$ cat src/rtl/lsu_pkg.sv
// Shared definitions for the load/store unit: RV32I size codes,
// FSM states, latched request bundle and lane helpers.
package lsu_pkg;

    localparam logic [2:0] LSU_B  = 3'd0;
    localparam logic [2:0] LSU_H  = 3'd1;
    localparam logic [2:0] LSU_W  = 3'd2;
    localparam logic [2:0] LSU_BU = 3'd4;
    localparam logic [2:0] LSU_HU = 3'd5;

    typedef enum logic [1:0] {
        ST_IDLE,
        ST_ACCESS,
        ST_WAIT,
        ST_RESP
    } lsu_state_e;

    typedef struct packed {
        logic       we;
        logic [2:0] funct3;
        logic [1:0] off;
    } lsu_req_t;

    function automatic logic [3:0] byte_en_f(
        input logic [2:0] funct3,
        input logic [1:0] off
    );
        logic [3:0] be;
        be = 4'b0000;
        case (funct3)
            LSU_B, LSU_BU: be = 4'b0001 << off;
            LSU_H, LSU_HU: be = 4'b0011 << off;
            LSU_W:         be = 4'b1111;
            default:       be = 4'b0000;
        endcase
        return be;
    endfunction

    function automatic logic [31:0] wdata_replicate_f(
        input logic [2:0]  funct3,
        input logic [31:0] wdata
    );
        logic [31:0] d;
        d = wdata;
        case (funct3)
            LSU_B, LSU_BU: d = {4{wdata[7:0]}};
            LSU_H, LSU_HU: d = {2{wdata[15:0]}};
            default:       d = wdata;
        endcase
        return d;
    endfunction

endpackage

$ cat src/rtl/lsu_load_align.sv
// Load alignment: shift read word down by byte offset, truncate to
// access size, then sign/zero extend. Ports: rd_data, offset, funct3 -> data.
module lsu_load_align (
    input  logic [31:0] rd_data,
    input  logic [1:0]  offset,
    input  logic [2:0]  funct3,
    output logic [31:0] data
);
    import lsu_pkg::*;

    logic [31:0] sh;

    assign sh = rd_data >> {offset, 3'b000};

    always_comb begin
        data = sh;
        case (funct3)
            LSU_B:   data = {{24{sh[7]}}, sh[7:0]};
            LSU_BU:  data = {24'h0, sh[7:0]};
            LSU_H:   data = {{16{sh[15]}}, sh[15:0]};
            LSU_HU:  data = {16'h0, sh[15:0]};
            default: data = sh;
        endcase
    end

endmodule

$ cat src/rtl/load_store_unit.sv
// Data memory initiator: one load/store at a time, word-aligned access,
// fault detection. Ports: req_* from execute, resp_* back, mem_* to memory.
module load_store_unit #(
    parameter int ADDR_WIDTH   = 32,
    parameter int DATA_WIDTH   = 32,
    parameter int READ_LATENCY = 1
) (
    input  logic                  clk,
    input  logic                  rst_n,
    input  logic                  req_valid,
    output logic                  req_ready,
    input  logic                  req_we,
    input  logic [2:0]            req_funct3,
    input  logic [ADDR_WIDTH-1:0] req_addr,
    input  logic [DATA_WIDTH-1:0] req_wdata,
    output logic                  resp_valid,
    output logic [DATA_WIDTH-1:0] resp_data,
    output logic                  resp_misaligned,
    output logic                  resp_illegal,
    output logic [ADDR_WIDTH-1:0] mem_addr,
    output logic                  mem_wr_en,
    output logic [DATA_WIDTH-1:0] mem_wr_data,
    output logic [3:0]            mem_byte_en,
    input  logic [DATA_WIDTH-1:0] mem_rd_data
);
    import lsu_pkg::*;

    localparam logic [1:0] LAT_INIT = 2'(READ_LATENCY - 1);

    lsu_state_e  state;
    lsu_state_e  state_n;
    lsu_req_t    req;
    logic [1:0]  cnt;
    logic        illegal;
    logic        misaligned;
    logic        fault;
    logic [31:0] load_data;

    // Illegal wins over misaligned; stores have no unsigned sizes.
    always_comb begin
        illegal    = 1'b0;
        misaligned = 1'b0;
        case (req_funct3)
            LSU_B:   illegal = 1'b0;
            LSU_BU:  illegal = req_we;
            LSU_H:   misaligned = req_addr[0];
            LSU_HU: begin
                illegal    = req_we;
                misaligned = req_addr[0];
            end
            LSU_W:   misaligned = |req_addr[1:0];
            default: illegal = 1'b1;
        endcase
    end

    assign fault = illegal | misaligned;

    always_comb begin
        state_n   = state;
        req_ready = 1'b0;
        case (state)
            ST_IDLE: begin
                req_ready = 1'b1;
                if (req_valid) begin
                    state_n = fault ? ST_RESP : ST_ACCESS;
                end
            end
            ST_ACCESS: state_n = req.we ? ST_RESP : ST_WAIT;
            ST_WAIT: begin
                if (cnt == 2'd0) begin
                    state_n = ST_RESP;
                end
            end
            ST_RESP: state_n = ST_IDLE;
            default: state_n = ST_IDLE;
        endcase
    end

    always_ff @(posedge clk or negedge rst_n) begin
        if (!rst_n) begin
            state <= ST_IDLE;
        end else begin
            state <= state_n;
        end
    end

    lsu_load_align u_align (
        .rd_data (mem_rd_data),
        .offset  (req.off),
        .funct3  (req.funct3),
        .data    (load_data)
    );

    // Memory strobes and response are registered so the ACCESS cycle
    // drives memory straight from flops; reset clears them at once.
    always_ff @(posedge clk or negedge rst_n) begin
        if (!rst_n) begin
            req             <= '0;
            cnt             <= '0;
            mem_addr        <= '0;
            mem_wr_data     <= '0;
            mem_byte_en     <= '0;
            mem_wr_en       <= 1'b0;
            resp_valid      <= 1'b0;
            resp_data       <= '0;
            resp_misaligned <= 1'b0;
            resp_illegal    <= 1'b0;
        end else begin
            mem_wr_en   <= 1'b0;
            mem_byte_en <= 4'b0000;
            resp_valid  <= 1'b0;
            case (state)
                ST_IDLE: begin
                    if (req_valid) begin
                        req.we          <= req_we;
                        req.funct3      <= req_funct3;
                        req.off         <= req_addr[1:0];
                        resp_data       <= '0;
                        resp_illegal    <= illegal;
                        resp_misaligned <= misaligned & ~illegal;
                        resp_valid      <= fault;
                        if (!fault) begin
                            mem_addr    <= {req_addr[ADDR_WIDTH-1:2], 2'b00};
                            mem_byte_en <= byte_en_f(req_funct3, req_addr[1:0]);
                            mem_wr_en   <= req_we;
                            if (req_we) begin
                                mem_wr_data <= wdata_replicate_f(req_funct3, req_wdata);
                            end
                        end
                    end
                end
                ST_ACCESS: begin
                    if (req.we) begin
                        resp_valid <= 1'b1;
                    end else begin
                        cnt <= LAT_INIT;
                    end
                end
                ST_WAIT: begin
                    if (cnt == 2'd0) begin
                        resp_data  <= load_data;
                        resp_valid <= 1'b1;
                    end else begin
                        cnt <= cnt - 2'd1;
                    end
                end
                default: ;
            endcase
        end
    end

endmodule
$ cat config.mk
export PLATFORM = sky130hd
export DESIGN_NAME = load_store_unit
export DESIGN_NICKNAME = d
export VERILOG_FILES = /design/src/rtl/lsu_pkg.sv /design/src/rtl/lsu_load_align.sv /design/src/rtl/load_store_unit.sv
export SDC_FILE = /design/constraint.sdc
export NUM_CORES = 1
export LEC_CHECK = 0
export BUFFER_PORTS_ARGS = -buffer_cell sky130_fd_sc_hd__buf_4
export CORE_MARGIN = 2
export CORE_UTILIZATION = 36
export CTS_BUF_LIST = sky130_fd_sc_hd__clkbuf_4
export CTS_CLUSTER_DIAMETER = 30
export CTS_CLUSTER_SIZE = 30
export DETAILED_ROUTE_END_ITERATION = 10
export SETUP_SLACK_MARGIN = 0.3
export SLEW_MARGIN = 25
export SYNTH_ARGS = -nofsm -noshare
export SYNTH_HDL_FRONTEND = slang
export SYNTH_HIERARCHICAL = 1
export SYNTH_SLANG_ARGS = --single-unit
export TNS_END_PERCENT = 5
$ cat constraint.sdc
create_clock -name clk -period 2.8 [get_ports clk]
set_clock_uncertainty 0.2 [all_clocks]
set_input_delay 0.56 -clock clk [delete_from_list [all_inputs] [get_ports clk]]
set_output_delay 0.56 -clock clk [all_outputs]
set_load 0.005 [all_outputs]
======== After elaboration in Yosys (flattened, before gate mapping) ========
Index checks and enable logic that the tools add are counted.
W data, S select, Z words.
storage, ports and cells
  flip-flop bits (word level) ............. 112
  input bits .............................. 103
  output and inout port bits .............. 105
cells by class
  bitwise logic cells ..................... 4
  equality and inequality tests ........... 14
  shifts and indexed selects .............. 3
  muxes and demuxes ....................... 27
  add/sub/neg operators ................... 1
  reduce and logical (&&, ||, !) cells .... 17
operators by type and width
  operator               number
  $pmux W32 S2           2
  $pmux W32 S4           1
  $mux W32               2
  $shr A32 B5 Y32        1
  $eq A3 B3 Y1 const B   4
  $mux W4                3
  $pmux W4 S3            1
  $mux W2                5
  $reduce_and A3 Y1      3
  $mux W1                8
  $ne A2 B2 Y1 const B   4
  $pmux W2 S4            1
  $reduce_or A2 Y1       4
  $eq A3 B1 Y1 const B   2
  $logic_not A3 Y1       2
  $eq A2 B2 Y1 const B   2
  $logic_not A2 Y1       2
  $pmux W1 S2            2
  $pmux W2 S2            1
  $reduce_and A2 Y1      2
  $reduce_and A4 Y1      1
  $reduce_bool A2 Y1     2
  $shl A1 B2 Y4 const A  1
  $shl A2 B2 Y4 const A  1
  other kinds (8)        9

======== Logic depth before layout (Yosys ltp) ========
Gate-level depths: netlist (run 1).
  depth after elaboration ................. 7
  mapped depth ............................ 8

======== By module ========
The synthesis (run 1) kept the hierarchy.
modules (own cells, without submodules)
  module           sequential area each (um^2)  area each (um^2)  instances  cells an instance
  load_store_unit  2802.7                       4844.6            1          340
  lsu_load_align   0.0                          694.4             1          107

======== Worst setup path after synthesis (run 1) ========
No wires, ideal clock.
  kind .................................... input port to flip-flop
  start ................................... input port req_funct3[0]
  end ..................................... register mem_wr_data[10]
  stages on the path ...................... 6
  arrival ................................. 1918 ps
  path slack .............................. 557 ps
  cells stage by stage .................... buf_6 > or2_1 > o31a_2 > o2111ai_4 > buf_12 > mux2_4
between the ends
  cells in the longest elaborated chain, start to end .. 6
ends and longest elaborated chain
  element                                                                       RTL line                              source
  start: declaration                                                            load_store_unit.sv:13                 input logic [2:0] req_funct3,
  $eq A3 B1 Y1 (tied with other cells)                                          lsu_pkg.sv:45, load_store_unit.sv:43
  $reduce_or A3 Y1 (no source line) / $reduce_or A2 Y1 (equally long branches)  --
  $pmux W1 S2                                                                   load_store_unit.sv:43                 case (req_funct3)
  $or A1 B1 Y1                                                                  load_store_unit.sv:56                 assign fault = illegal | misaligned;
  $not A1 Y1 (no source line)                                                   --
  $reduce_and A4 Y1 (no source line)                                            --
  end signal: assignment                                                        load_store_unit.sv:127                mem_wr_data <= wdata_replicate_f(req_funct3, req_wdata);
  end: declaration                                                              load_store_unit.sv:22                 output logic [DATA_WIDTH-1:0] mem_wr_data,
Several ways; a longest one is shown, not always the timed one.
A chain may end at the register's enable or synchronous reset.

======== Worst setup path in the final report (run 1) ========
  start ................................... register state[0]
  end ..................................... register mem_wr_data[8]
between the ends
  cells in the longest elaborated chain, start to end .. 2
ends and longest elaborated chain
  element                             RTL line                source
  start: declaration                  load_store_unit.sv:30   lsu_state_e state;
  start signal: assignment            load_store_unit.sv:83   state <= state_n;
  $logic_not A2 Y1                    load_store_unit.sv:112  case (state)
  $reduce_and A4 Y1 (no source line)  --
No other way between the ends.

==> results of run 1 <==
through the flow:
stage          worst slack (ns)  total power, mW  std cells  hold slack, ns   util
3_3_place_gp              0.342             6.22        825           0.274  0.480
5_1_grt                   0.315             7.55        842          0.0266  0.489
6_report                  0.456             6.99        842          0.0696  0.489
4_1_cts                   0.327             7.11        842          0.0248  0.489
3_5_place_dp              0.314             6.28        825           0.283  0.480
2_1_floorplan             0.557             4.68        448          0.0644      -
cells in the mapped netlist, types with 2 or more instances:
library cell	instances
sky130_fd_sc_hd__nand2b_1	2
sky130_fd_sc_hd__a31oi_1	2
sky130_fd_sc_hd__buf_4	6
sky130_fd_sc_hd__nand2_1	32
sky130_fd_sc_hd__dfrtp_1	112
sky130_fd_sc_hd__mux2_2	50
sky130_fd_sc_hd__mux2_1	3
sky130_fd_sc_hd__o21ai_1	2
sky130_fd_sc_hd__mux2i_1	29
sky130_fd_sc_hd__nor3_1	4
sky130_fd_sc_hd__buf_2	5
sky130_fd_sc_hd__nor2_1	26
sky130_fd_sc_hd__o21ai_2	2
sky130_fd_sc_hd__inv_1	9
sky130_fd_sc_hd__o21ai_0	20
sky130_fd_sc_hd__mux2_4	29
sky130_fd_sc_hd__nand3b_1	2
sky130_fd_sc_hd__a22o_1	33
sky130_fd_sc_hd__clkbuf_1	12
sky130_fd_sc_hd__nor2b_1	9
sky130_fd_sc_hd__buf_12	3
sky130_fd_sc_hd__ha_1	5
sky130_fd_sc_hd__a21oi_1	13
sky130_fd_sc_hd__o22a_1	2
sky130_fd_sc_hd__a211oi_1	14
sky130_fd_sc_hd__buf_6	3
metal layers:
layer / GRT usage / vias to the layer above
li1: - / 2010
met1: 0.228 / 2020
met2: 0.275 / 133
met3: 0.0451 / 19
met4: 0.0692 / 0
met5: 0 / -
sequential cells by signal, indices dropped and copies added (netlist names):
name	count
mem_wr_data	32
resp_data	32
mem_addr	30
req	6
mem_byte_en	4
cnt	2
state	2
mem_wr_en	1
resp_illegal	1
resp_misaligned	1
resp_valid	1
where the power goes:
group | switching [mW] | internal [mW] | leakage [nW] | total, mW
clock network | 0.589 | 0.201 | 0.0684 | 0.790
registers | 0.450 | 2.30 | 1.41 | 2.75
logic | 1.47 | 1.99 | 2.25 | 3.45
worst register-to-register path, delay by kind of cell, from the launching register on:
kind,cells,cell delay (ns)
flip-flops,1,0.48
AND/OR/NAND/NOR,1,0.30
multiplexers,1,0.30
AO/OA/AOI/OAI,1,0.30
buffers and inverters,2,0.35
adder cells (fa/ha/maj),1,0.32
cells by family after synthesis:
group                      count (synthesis)  synth area share
DFF                                      112             0.506
muxes                                    111             0.239
AOI/OAI and AO/OA                         97             0.131
and+or+nand+nor                           81            0.0664
buffers and inverters                     39            0.0445
adders and majority gates                  5            0.0113
other                                      1          0.000677
xor gates and xnor gates                   1           0.00158
worst max-delay path by stage:
stage	startpoint	slack, ns	end	cells after the start
3_3_place_gp	req_funct3[2]	0.34	mem_wr_data[4]$_DFFE_PN0P_	6
2_1_floorplan	req_funct3[0]	0.56	mem_wr_data[10]$_DFFE_PN0P_	6
5_1_grt	state[0]$_DFFE_PN0P_	0.31	mem_wr_data[24]$_DFFE_PN0P_	6
3_5_place_dp	req_funct3[0]	0.31	mem_addr[25]$_DFFE_PN0P_	7
6_report	state[0]$_DFFE_PN0P_	0.46	mem_wr_data[8]$_DFFE_PN0P_	6
4_1_cts	state[0]$_DFFE_PN0P_	0.33	mem_addr[25]$_DFFE_PN0P_	7
area by class of cell:
cell class	count	area, µm²
Fill cell	1357	7740
Sequential cell	112	2800
Multi-Input combinational cell	297	2500
Timing Repair Buffer	220	1700
Tap cell	188	235
Clock buffer	9	67.6
Clock inverter	7	60.1
Inverter	9	33.8
what timing repair did:
action,CTS,global route
hold buffers,1,0
gates resized for setup,1,2
cloned,0,0
setup endpoints to repair,3,30
endpoints found under the hold margin,35,0
==> impl.org, run 1 <==
** Detailed routing
- Remaining DRCs :: 0
- After detailed routing, the number of vias per cell comes to approximately 5.0.
- Routed WL :: 14.2 mm
- Once detail routing completed, the nets flagged for antenna violations numbered 0.
- In the detailed route, the total length drawn on met2 is between 6 and 7 mm.
- Routed wire length per instance :: roughly 17 µm
- Highest signal layer in the routed design :: met4
- DRC violation total after the first TritonRoute iteration :: 157
- The routed design uses 878 µm of met3 wire.
- Length of the first detailed-routing pass in iterations :: 4
- For this block, wires on met1 add up to 6.26 mm.
- The detailed router placed between 4k and 5k vias in this run.

** Pwr
- Leakage Power :: 3.73 nW
- Largest vdd supply drop :: 0.338 mV
- Power density relative to cell area :: between 900 and 1000 mW/mm²

** Synthesis
- Largest area contributor in the netlist :: sky130_fd_sc_hd__dfrtp_1
- After synthesis, the cell types taking the most area are sky130_fd_sc_hd__dfrtp_1 (51%), sky130_fd_sc_hd__mux2_2 (10%), sky130_fd_sc_hd__mux2_4 (7.9%), sky130_fd_sc_hd__mux2i_1 (5.2%), sky130_fd_sc_hd__a22o_1 (5.2%).
- The synthesized design contains 112 register bits.
- Top_reg_cell synth :: sky130_fd_sc_hd__dfrtp_1
- Of the post-synthesis cell area, the dominant cell type holds 0.506.
- Of the synthesized area, sequential elements account for 0.506.
- For this run, asynchronously set or reset flops after synthesis account for 1.00.
- The number of different library cells used by synthesis comes to 44.
- Number of enable flip-flop cells after synthesis :: 0
- Warning count from the yosys run :: 6
- Cell count after synthesis :: 447
- Combined area of all synthesized cells :: 0.00554 mm²
- Mean Syn Cell Area :: 12.4 µm²

** Setup path
- Of all nets on the critical path, the largest fanout is 14.
- Chain of cells forming the critical path :: inv_1, ha_1, and2_2, o2111ai_4, buf_12, mux2_4
- Grouping stages by cell kind, the critical path spends the most delay in flip-flops.
- Setup slack on the worst reg-to-reg path comes out at 0.46 ns.
- STA classifies the critical path startpoint as a flop.
- The startpoint identified for the worst register-to-register timing path is state[0]$_DFFE_PN0P_.
- For the worst flop-to-flop path, the logic depth is 6.
- Worst Path Arrival :: 2.52 ns
- Critical path class :: reg2reg
- Type of destination of the critical path :: flop
- Required time of the critical path :: 2.98 ns
- Count of buffer and inverter cells on the critical path :: 2
- On the worst path, the slowest cell contributes a delay of 0.48 ns.
- For this design, the slowest cell found on the critical path is sky130_fd_sc_hd__dfrtp_2.
- The worst register-to-register path ends at mem_wr_data[8]$_DFFE_PN0P_.

** Placement
- GPL Wtd Cong :: between 0.8 and 0.9
- Count of input and output buffers :: 205
- DP HPWL :: 10.5 mm
- Cell area reported after detailed placement :: between 0.007 and 0.008 mm²

** Min path
- Number of stages on the worst hold path :: 2
- The path with the worst hold slack has its endpoint at mem_byte_en[0]$_DFF_PN0_.
- In this run the worst hold path is classified as in2reg.
- In this run the most critical hold path is launched from req_addr[0].

** Global route
- Number of global-route vias before repair :: roughly 4.3k
- Entering global routing, the biggest net connects 75 pins.
- The initial antenna violation count was 0.
- GR Util All Layers :: 0.173
- For this run the aggregate overflow at the end of global routing stands at 0.
- Global-route wire length before repair :: 22.3 mm

** CTS
- # Post-CTS Setup Buffers :: 0
- For the worst-skew pair, the clock arrives at the later sink with an insertion delay of 0.50 ns.
- TritonCTS clock tree :: done
- Counting the buffers created by CTS gives 9.
- Clock sink total :: 112
- Counting along the longest clock path gives a buffer depth of 2.
- Worst-path clk slew :: 0.20 ns
- Clock Root Buffer :: sky130_fd_sc_hd__clkbuf_4
- CTS H-Tree Depth :: 3

** Cells and area
- The repair_antennas step left the layout with diodes totalling 0.
- After routing the design area is 0.00741 mm².
- Layout Area Growth over Synthesis :: 33.8%
- Commonest non-fill, non-tap cell in the layout :: sky130_fd_sc_hd__buf_4
- Top library cells by usage in the layout, fill and taps aside :: sky130_fd_sc_hd__buf_4 (215), sky130_fd_sc_hd__dfrtp_1 (111), sky130_fd_sc_hd__mux2_2 (50)
- Post-layout nets :: 757
- Fraction of final layout cells sized beyond drive strength 1 :: 0.502

** Timing
- For the final routed database, the setup TNS stands at 0 ns.
- The final number of hold-violating endpoints was 0.
- The number of slew-limit violations in the final report was 0.
- Relative slew slack :: 0.570
- Total setup violations reported at the end of the flow :: 0
- Fin crit period :: 2.34 ns
- Share of the clock period used by the worst path :: 0.837
- Least-Margin Pin Slew :: 0.643 ns
- Max Clock Freq :: 427 MHz
- Setup repair after global routing missed its margin :: false

** Floorplan
- In this run the standard cell core region covers approximately 0.015 mm².
- For this configuration, the core starts out at a cell density of 0.366.
- The die is 128 µm tall.
- Total Die Area :: 0.0164 mm²
- The floorplan has 45 rows.
- The floorplan step set the die width to 128 µm.
- Pin placement for this block handled approximately 210 I/O pins.

** Status
- The run finished with clean final reports.

** Run
- Maxcap violations :: 0
Note: power is estimated with default switching activity, not from simulation.
==> inputs of run 2 (changes only) <==
clock period = 2 ns   (was 2.8 ns; I/O delays follow)
==> run 2 against run 1 <==
Against the previous run:
- power grew 48%
- sequential cell count is the same
- critical endpoint is now mem_addr[26]$_DFFE_PN0P_
- register-to-register slack lost 0.38 ns
- largest cell class unchanged
- worst hold slack lost 0.0076 ns
- fmax grew 22%
- non-clock buffer count grew 64
- global-route usage grew 1.0 points
==> impl.org, run 2 (synthesized netlist as in run 1, its figures left out) <==
** Cells and area
- In the final layout, the registers with the most flip-flops are mem_wr_data (32), resp_data (32), mem_addr (30).
- In the layout the commonest cells are sky130_fd_sc_hd__buf_4 (233), sky130_fd_sc_hd__dfrtp_1 (111), sky130_fd_sc_hd__mux2_2 (47).
- Fraction of final layout cells sized beyond drive strength 1 :: 0.502
- Antenna diode count :: 0
- Layout Area Growth over Synthesis :: 46.5%
- Leaving out fill and tap cells, the most frequent cell in the layout is sky130_fd_sc_hd__buf_4.
- Final standard cell area without fillers :: 0.00811 mm²
- Summing all flip-flop and latch instances after layout gives 0.00280 mm².
- The layout has 1312 filler cells.
- Area of the multi-input gates :: 0.00256 mm²
- Final std cells w/o fill :: 905
- Post-layout nets :: 821

** Detailed routing
- For this run, design rule violations remaining after detail routing come to 0.
- Number of vias in the routed layout :: 4614
- DRC violation total after the first TritonRoute iteration :: 275
- In this run the remaining antenna-violating nets after routing total 0.
- Routed WL :: 15.1 mm
- Routed wire length per instance :: approximately 17 µm
- Vias per std cell :: between 5 and 6
- Length of the first detailed-routing pass in iterations :: 4

** Timing
- Least-Margin Pin Slew :: 0.564 ns
- Max Clock Freq :: approximately 520 MHz
- Fin crit period :: 1.92 ns
- Share of the clock period used by the worst path :: 0.961
- The worst pin sits at a relative slew slack of 0.624.
- Setup repair after global routing could not meet its margin everywhere.
- The number of slew-limit violations in the final report came to 0.
- Setup violations remaining at the end of the flow were counted as 0.
- In the final timing run, aggregate negative setup slack is 0 ns.
- The final number of hold-violating endpoints is 0.

** Setup path
- Crit path launch :: state[0]$_DFFE_PN0P_
- The largest individual stage delay along the critical path comes from the cell sky130_fd_sc_hd__dfrtp_1.
- Critical path class :: reg2reg
- At the worst endpoint, the required time is 2.17 ns.
- In this run the worst path has a maximum fanout of 30.
- The largest single stage delay on the critical path is 0.43 ns.
- Counting both buffers and inverters, the worst setup path holds a total of 2.
- Worst Path Arrival :: about 2.1 ns
- In this run the critical register-to-register path is launched from state[0]$_DFFE_PN0P_.
- Register-to-Register Setup Slack :: 0.08 ns
- Grouping stages by cell kind, the critical path spends the most delay in flip-flops.
- Endpoint of the lowest-slack register-to-register path :: mem_addr[26]$_DFFE_PN0P_
- In this run the worst setup path terminates at mem_addr[26]$_DFFE_PN0P_.
- The worst register-to-register path has a depth of 7.
- Chain of cells forming the critical path :: inv_2, ha_4, and2_4, o21ai_4, nand2b_4, buf_12, mux2_1
- Counting buffers and inverters, the worst setup path is 7 cells deep.
- Type of destination of the critical path :: flop
- Worst setup SP type :: flop

** Status
- Status :: finished clean

** CTS
- Counting along the longest clock path gives a buffer depth of 2.
- Clock Root Buffer :: sky130_fd_sc_hd__clkbuf_4
- In this run, CTS created clock tree buffers numbering 9.
- TritonCTS built the clock tree.
- For the worst-skew pair, the clock arrives at the later sink with an insertion delay of 0.47 ns.
- The H-tree generated during clock tree synthesis spans 3 levels.
- Worst-path clk slew :: 0.16 ns
- Clock sink total :: ~110

** Pwr
- Portion of total power attributed to combinational logic :: 0.518
- Sequential group share of total power :: 0.374
- Total net switching power :: 3.60 mW
- The share of total power dissipated in the clock network is 0.108.
- Power density relative to cell area :: 1280 mW/mm²
- PnR Total Power :: 10.4 mW
- The internal portion of the total power is roughly 6.8 mW.
- IR analysis of the VDD net gives a maximum drop of 0.582 mV.
- Summed over all cells, the static leakage comes to 4.07 nW.
- Switching power as a share of total power :: 0.348

** Placement
- Cell area reported after detailed placement :: 0.00752 mm²
- Count of input and output buffers :: 205
- After legalization and detailed placement, the total HPWL measured 10.8 mm.
- At the end of routability-driven placement, the weighted congestion stood at 0.755.
- The number of placed instances, taps included, is 844.

** Run
- Max-cap violations in this run came to 0.

** Floorplan
- The floorplan has 45 rows.
- For this design the top-level I/O count stands at 208.
- Starting Density :: 0.366
- After floorplanning, the core was sized to cover approximately 0.015 mm².
- Die Span Y :: 128 µm
- The die covers 0.0164 mm².
- In this run the horizontal extent of the chip is 128 µm.

** Global route
- Number of global-route vias before repair :: 4686
- Initial antenna violation count :: 0
- Global-route wire length before repair :: 23.8 mm
- GR Util All Layers :: 0.184
- Entering global routing, the biggest net connects 43 pins.
- The total overflow left after global routing is 0.

** Min path
- Hold WC Path Type :: in2reg
## run 2: changes by cell type in the layout (fill, tap and decap cells not counted), moves of 2 or more
cell                            previous run  this run
sky130_fd_sc_hd__dlygate4sd3_1             1        42
sky130_fd_sc_hd__buf_4                   215       233
sky130_fd_sc_hd__buf_12                    4         9
sky130_fd_sc_hd__mux2_4                   29        33
sky130_fd_sc_hd__clkinv_2                  0         3
sky130_fd_sc_hd__mux2_2                   50        47
sky130_fd_sc_hd__inv_1                     9         7
sky130_fd_sc_hd__inv_2                     0         2
sky130_fd_sc_hd__inv_6                     2         0
sky130_fd_sc_hd__inv_8                     2         0
sky130_fd_sc_hd__mux2i_1                  29        27
sky130_fd_sc_hd__mux2i_2                   0         2
## run 2: through the flow
stage	setup WS [ns]	util	hold slack [ns]
after floorplan	-0.0183	-	-0.0956
after global placement	-0.111	0.496	0.177
after detailed placement	-0.136	0.496	0.183
after CTS	0.0799	0.535	0.0105
after global routing	0.0108	0.536	0.0287
final	0.0780	0.536	0.0619
## run 2: how the worst min path moves through the flow
stage               slack (ns)           from  cells past startpoint                          end
global route              0.03  req_wdata[27]                      4  mem_wr_data[27]$_DFFE_PN0P_
floorplan                 -0.1          rst_n                      0           cnt[0]$_DFFE_PN0P_
detailed placement        0.18          rst_n                      1     resp_data[4]$_DFFE_PN0P_
global placement          0.18          rst_n                      1     resp_data[4]$_DFFE_PN0P_
finish                    0.06  req_wdata[24]                      4  mem_wr_data[24]$_DFFE_PN0P_
CTS                       0.01  req_wdata[24]                      4  mem_wr_data[24]$_DFFE_PN0P_
## run 2: final cells by class
cell class,count,share of cell area
Sequential cell,112,0.346
Multi-Input combinational cell,297,0.316
Clock inverter,6,0.00756
Clock buffer,9,0.00833
Timing Repair Buffer,284,0.290
Tap cell,188,0.0290
Inverter,9,0.00416
## run 2: what timing repair did
item	CTS	global route
hold endpoints to repair	72	0
hold buffers	42	0
pin swaps	2	1
setup endpoints to repair	101	125
setup buffers	3	1
resized for setup	4	2
## run 2: per-layer routing
metal	up-vias	routed length, µm	track usage
met5	-	0	0
li1	2128	-	-
met4	0	286	0.0692
met2	178	7140	0.294
met1	2290	6690	0.244
met3	18	963	0.0422
## run 2: worst reg2reg max path, delay by kind of cell, from the launching register on
family	cells	cell delay [ns]
fa+ha+maj	1	0.17
buf+inv	2	0.26
flops	1	0.43
simple gates	2	0.36
mux	1	0.34
compound gates	1	0.07
## run 2: power groups by stage
stage	clock network, mW	registers, mW	logic [mW]
finish	1.12	3.88	5.36
global route	1.25	4.01	5.84
global placement	0	3.91	5.14
detailed placement	0	3.89	5.27
floorplan	0	3.84	2.79
CTS	1.17	3.88	5.39
